<file path="src/rtl/fir_pkg.sv">
// rtl/fir_pkg.sv - shared widths, depths and sample limits for the FIR output stage
package fir_pkg;

  localparam int B_WIDTH_DEF    = 12;
  localparam int C_WIDTH_DEF    = 12;
  localparam int CHAIN_LAT_DEF  = 11;
  localparam int FIFO_DEPTH_DEF = 4;

  localparam logic signed [B_WIDTH_DEF-1:0] SAMPLE_MAX = 12'sd2047;
  localparam logic signed [B_WIDTH_DEF-1:0] SAMPLE_MIN = -12'sd2048;

  function automatic int cnt_width(input int depth);
    return $clog2(depth) + 1;
  endfunction

endpackage

</file>
<file path="src/rtl/fir_out_fifo.sv">
// rtl/fir_out_fifo.sv - single-clock output FIFO with occupancy count
module fir_out_fifo #(
  parameter int WIDTH = 12,
  parameter int DEPTH = 4
) (
  input  logic                   clock,
  input  logic                   reset,
  input  logic                   push,
  input  logic [WIDTH-1:0]       push_data,
  input  logic                   pop,
  output logic [WIDTH-1:0]       pop_data,
  output logic                   not_empty,
  output logic [$clog2(DEPTH):0] count
);

  localparam int AW = $clog2(DEPTH);
  localparam int CW = AW + 1;

  logic [WIDTH-1:0] mem [DEPTH];
  logic [AW-1:0]    wr_ptr;
  logic [AW-1:0]    rd_ptr;
  logic             full;
  logic             do_push;
  logic             do_pop;

  assign not_empty = (count != '0);
  assign full      = (count == CW'(DEPTH));
  assign do_push   = push & ~full;
  assign do_pop    = pop & not_empty;
  assign pop_data  = not_empty ? mem[rd_ptr] : '0;

  // Power-of-two depth lets the pointers wrap by natural overflow
  always_ff @(posedge clock or posedge reset) begin
    if (reset) begin
      wr_ptr <= '0;
      rd_ptr <= '0;
      count  <= '0;
    end else begin
      if (do_push) wr_ptr <= wr_ptr + 1'b1;
      if (do_pop)  rd_ptr <= rd_ptr + 1'b1;
      case ({do_push, do_pop})
        2'b10:   count <= count + 1'b1;
        2'b01:   count <= count - 1'b1;
        default: count <= count;
      endcase
    end
  end

  always_ff @(posedge clock) begin
    if (do_push) mem[wr_ptr] <= push_data;
  end

  a_no_overflow: assert property (@(posedge clock) disable iff (reset) !(push && full));

endmodule

</file>
<file path="src/rtl/fir_out_stage.sv">
// rtl/fir_out_stage.sv - credit-controlled FIR output stage; FIR_OUT_SAT_EN selects saturation over wrap
module fir_out_stage
  import fir_pkg::*;
#(
  parameter int B_WIDTH    = B_WIDTH_DEF,
  parameter int C_WIDTH    = C_WIDTH_DEF,
  parameter int CHAIN_LAT  = CHAIN_LAT_DEF,
  parameter int FIFO_DEPTH = FIFO_DEPTH_DEF
) (
  input  logic                      clock,
  input  logic                      reset,
  input  logic                      in_valid,
  output logic                      in_ready,
  input  logic signed [C_WIDTH:0]   c_in,
  output logic                      out_valid,
  input  logic                      out_ready,
  output logic signed [B_WIDTH-1:0] out_data,
  output logic                      sat_flag
);

  localparam int CW1 = C_WIDTH + 1;
  localparam int NW  = cnt_width(FIFO_DEPTH);

  logic                      accept;
  logic                      mark;
  logic [CHAIN_LAT-1:0]      vsr;
  logic [NW-1:0]             inflight;
  logic [NW-1:0]             fifo_count;
  logic signed [B_WIDTH-1:0] conv;
  logic [B_WIDTH-1:0]        fifo_rd;

  // Credits cover results still in the MAC chain plus those already buffered
  assign in_ready = ({1'b0, inflight} + {1'b0, fifo_count}) < (NW+1)'(FIFO_DEPTH);
  assign accept   = in_valid & in_ready;
  assign mark     = vsr[CHAIN_LAT-1];
  assign out_data = fifo_rd;

  always_ff @(posedge clock or posedge reset) begin
    if (reset) begin
      vsr      <= '0;
      inflight <= '0;
    end else begin
      vsr <= (vsr << 1) | CHAIN_LAT'(accept);
      case ({accept, mark})
        2'b10:   inflight <= inflight + 1'b1;
        2'b01:   inflight <= inflight - 1'b1;
        default: inflight <= inflight;
      endcase
    end
  end

`ifdef FIR_OUT_SAT_EN
  logic clamp;

  if (CW1 <= B_WIDTH) begin : g_ext
    assign conv  = B_WIDTH'(c_in);
    assign clamp = 1'b0;
  end else begin : g_sat
    localparam logic signed [CW1-1:0] MAX_C = {{(CW1-B_WIDTH+1){1'b0}}, {(B_WIDTH-1){1'b1}}};
    localparam logic signed [CW1-1:0] MIN_C = {{(CW1-B_WIDTH+1){1'b1}}, {(B_WIDTH-1){1'b0}}};
    assign clamp = (c_in > MAX_C) || (c_in < MIN_C);
    assign conv  = (c_in > MAX_C) ? B_WIDTH'(MAX_C) :
                   (c_in < MIN_C) ? B_WIDTH'(MIN_C) : B_WIDTH'(c_in);
  end

  always_ff @(posedge clock or posedge reset) begin
    if (reset)              sat_flag <= 1'b0;
    else if (mark && clamp) sat_flag <= 1'b1;
  end
`else
  // The cast sign-extends when widening and keeps the low bits when narrowing
  assign conv     = B_WIDTH'(c_in);
  assign sat_flag = 1'b0;
`endif

  fir_out_fifo #(
    .WIDTH (B_WIDTH),
    .DEPTH (FIFO_DEPTH)
  ) u_fifo (
    .clock     (clock),
    .reset     (reset),
    .push      (mark),
    .push_data (conv),
    .pop       (out_ready),
    .pop_data  (fifo_rd),
    .not_empty (out_valid),
    .count     (fifo_count)
  );

endmodule

</file>
<file path="config.mk">
export PLATFORM = sky130hd
export DESIGN_NAME = fir_out_stage
export DESIGN_NICKNAME = d
export VERILOG_FILES = /design/src/rtl/fir_pkg.sv /design/src/rtl/fir_out_fifo.sv /design/src/rtl/fir_out_stage.sv
export SDC_FILE = /design/constraint.sdc
export NUM_CORES = 1
export LEC_CHECK = 0
export BUFFER_PORTS_ARGS = -buffer_cell sky130_fd_sc_hd__buf_2
export CORE_MARGIN = 2
export CORE_UTILIZATION = 50
export CTS_CLUSTER_DIAMETER = 60
export CTS_CLUSTER_SIZE = 10
export DETAILED_ROUTE_END_ITERATION = 8
export PLACE_DENSITY_LB_ADDON = 0.2
export RECOVER_POWER = 100
export SLEW_MARGIN = 20
export SYNTH_ARGS = -nofsm -noshare
export SYNTH_HDL_FRONTEND = slang
export SYNTH_SLANG_ARGS = --single-unit
</file>
<file path="constraint.sdc">
create_clock -name clock -period 2.76 [get_ports clock]
set_input_delay 0.552 -clock clock [delete_from_list [all_inputs] [get_ports clock]]
set_output_delay 0.552 -clock clock [all_outputs]
set_load 0.01 [all_outputs]
</file>
==> reports/qor.csv <==
stage,metric,value,unit
cts,CTS root buf,clkbuf_8,
timing,TNS Setup,0,ns
critical_path,r2r endpoint,inflight[2]$_DFFE_PP0P_,
critical_path,Setup crit end,out_data[10],
floorplanning,num ports,32,
pwr,Worst VDD drop,0.555,mV
cells_and_area,Final Instance Area,3080,sq um
cts,"Hold-fix buffers, CTS",0,
timing,fin crit share,0.894,
global_routing,vias in the first global route,1362,
placement,port bufs,29,
placement,dpl cells,245,
critical_path,Startpoint Class,register,
min_path,Hold Path Class,reg -> reg,
drt,drt via density,4.97,
cts,htree depth,3,
logic_synthesis,commonest cells in the netlist,"48 x edfxtp_1, 21 x dfrtp_1, 18 x and2_1, 11 x inv_1",
logic_synthesis,Synth top area share,0.523,
drt,via count,1298,
critical_path,"Arr. time, crit path",1.92,ns
cts,CTS Buf Count,9,
cts,Clock transition at path regs,0.06,ns
drt,post-DR wirelength/cell,16.3,um
logic_synthesis,async set-or-reset flop fraction in the synthesized netlist,0.304,
timing,final hold vios,0,
timing,fin crit period,2.47,ns
timing,Final setup viols,0,
cts,post-CTS setup buffer count,0,
cells_and_area,Nets,211,
timing,Slew @ Worst Pin,0.958,ns
logic_synthesis,top post-synthesis cells by area,"edfxtp_1 52%, dfrtp_1 19%, mux4_2 6.5%",
cts,Longest Clk Path Bufs,2,
cells_and_area,"non-filler cells, final",261,
outcome,status,"complete, no violations",
floorplanning,total core area,5410,sq um
timing,Worst Hold Slack,0.349,ns
drt,Antenna Nets Post-Route,0,
pwr,Lkg Pwr,1.16,nW
cts,Worst-Skew Late Latency,0.33,ns
logic_synthesis,post-synthesis register bit count,69,
cells_and_area,layout cell share with drive strength beyond 1,0.159,
floorplanning,chip height,78.2,um
global_routing,pin count of the biggest net entering global routing,22,
floorplanning,number of cell rows,27,
drt,Residual DRC,0,
logic_synthesis,Syn Area/Cell,18.7,sq um
timing,max-slew violations,0,
critical_path,Critical Path Sink Type,output pin,
logic_synthesis,post-synth top area cell,edfxtp_1,
logic_synthesis,Gate Count Post-Synth,147,
logic_synthesis,Mapped Nets,174,
critical_path,Worst Path Required,2.21,ns
placement,RePlAce Congestion,0.652,
logic_synthesis,"EDFF count, synth",48,
cts,clock tree sinks,69,
placement,Final HPWL DP,2790,um
critical_path,Setup crit start,u_fifo.rd_ptr[0]$_DFFE_PP0P_,
timing,Layout Skew,0.00566,ns
drt,drt first pass iters,4,
logic_synthesis,register area share after synthesis,0.714,
global_routing,Total GRT Usage,0.155,
critical_path,crit-path max FO,10,
drt,first-iteration detailed-routing DRC count,70,
critical_path,worst r2r src,u_fifo.count[1]$_DFFE_PP0P_,
global_routing,first-pass GRT wire length,6710,um
cells_and_area,n_diodes,0,
critical_path,"setup slack, reg-to-reg",0.46,ns
timing,relative slew slack,0.361,
drt,WL final,4260,um
cells_and_area,area delta synth->final,11.9,%
logic_synthesis,"Cell Area, Synth",2750,sq um
placement,placed cell area,2960,sq um
timing,f_max,405,MHz
global_routing,antenna violations before repair,0,
global_routing,GRT Residual Overflow,0,
floorplanning,DIE WIDTH,78.2,um
pwr,pwr dens,999,nW/um^2
cells_and_area,fillcell total,439,
logic_synthesis,yosys warns,0,
floorplanning,Initial Util,0.509,
flow_run,Max-cap violations,0,
critical_path,Reg2Reg Depth,10,
timing,RSZ-0062 raised after global routing,no,
cts,CTS tree,built,
logic_synthesis,top-count cell post-synth,edfxtp_1,
floorplanning,die area,6120,sq um
logic_synthesis,library cells used by synthesis,26,
logic_synthesis,Main synth FF type,edfxtp_1,
critical_path,crit path kind,reg -> out,
cts,post_cts resized,0,
[critical path, stage by stage (launching register included)]
cell and delay (ns):
dfrtp_1 0.45, buf_4 0.28, mux4_1 0.57, and2_1 0.17, clkbuf_1 0.12
[worst min-delay path by stage]
stage / start / to / cells past startpoint
3_5_place_dp: vsr[8]$_DFF_PP0_ / vsr[9]$_DFF_PP0_ / 0
4_1_cts: vsr[1]$_DFF_PP0_ / vsr[2]$_DFF_PP0_ / 0
2_1_floorplan: vsr[9]$_DFF_PP0_ / vsr[10]$_DFF_PP0_ / 0
3_3_place_gp: vsr[8]$_DFF_PP0_ / vsr[9]$_DFF_PP0_ / 0
5_1_grt: vsr[1]$_DFF_PP0_ / vsr[2]$_DFF_PP0_ / 0
6_report: vsr[8]$_DFF_PP0_ / vsr[9]$_DFF_PP0_ / 0
[cell type report]
class                           count  area [sq um]  share of cell area
Timing Repair Buffer               31           129              0.0418
Inverter                           11          41.3              0.0134
Tap cell                           72          90.1              0.0292
Clock inverter                      3          15.0             0.00487
Multi-Input combinational cell     62           692               0.224
Clock buffer                       13           149              0.0483
Sequential cell                    69          1970               0.638
[where the power goes]
group	switching [W]	internal (W)
combinational	0.000487	0.000477
sequential	0.000140	0.00130
clock	0.000328	0.000347
[logic make-up (layout without fill, tap and decap cells)]
logic type / count (synthesis) / in the layout / share of synthesized area
simple gates: 26 / 26 / 0.0550
compound gates: 2 / 2 / 0.00636
fa+ha+maj: 10 / 10 / 0.0509
other cells: 1 / 1 / 0.00136
flops: 69 / 69 / 0.714
mux: 14 / 14 / 0.111
buf+inv: 16 / 58 / 0.0323
xor+xnor: 9 / 9 / 0.0286
[state kept, by name, summed over array words and instances (netlist names)]
signal         cells
u_fifo.mem        48
vsr               11
inflight           3
u_fifo.count       3
u_fifo.rd_ptr      2
u_fifo.wr_ptr      2
[cell usage in the layout, fill, tap and decap left out, drive strengths merged, types with 2 or more instances in the layout]
cell type,instances
nand2,2
nor2,2
mux4,12
dfrtp,21
buf,8
clkbuf,36
ha,8
inv,11
and2,18
fa,2
edfxtp,48
xor2,5
xnor2,4
clkinv,3
[per-stage QoR]
stage	total power, W	utilization	setup slack (ns)
finish	0.00308	0.570	0.293
global route	0.00329	0.570	0.164
CTS	0.00317	0.577	0.219
detailed placement	0.00249	0.547	0.487
global placement	0.00242	0.547	0.577
floorplan	0.00219	-	0.474
[layer usage]
metal	up-vias	wire [um]	global-route usage
met5	-	0	0
met2	23	2160	0.252
met3	6	163	0.0598
met4	0	76	0.0789
met1	659	1860	0.181
li1	610	-	-
(Power assumes the default switching activity.)
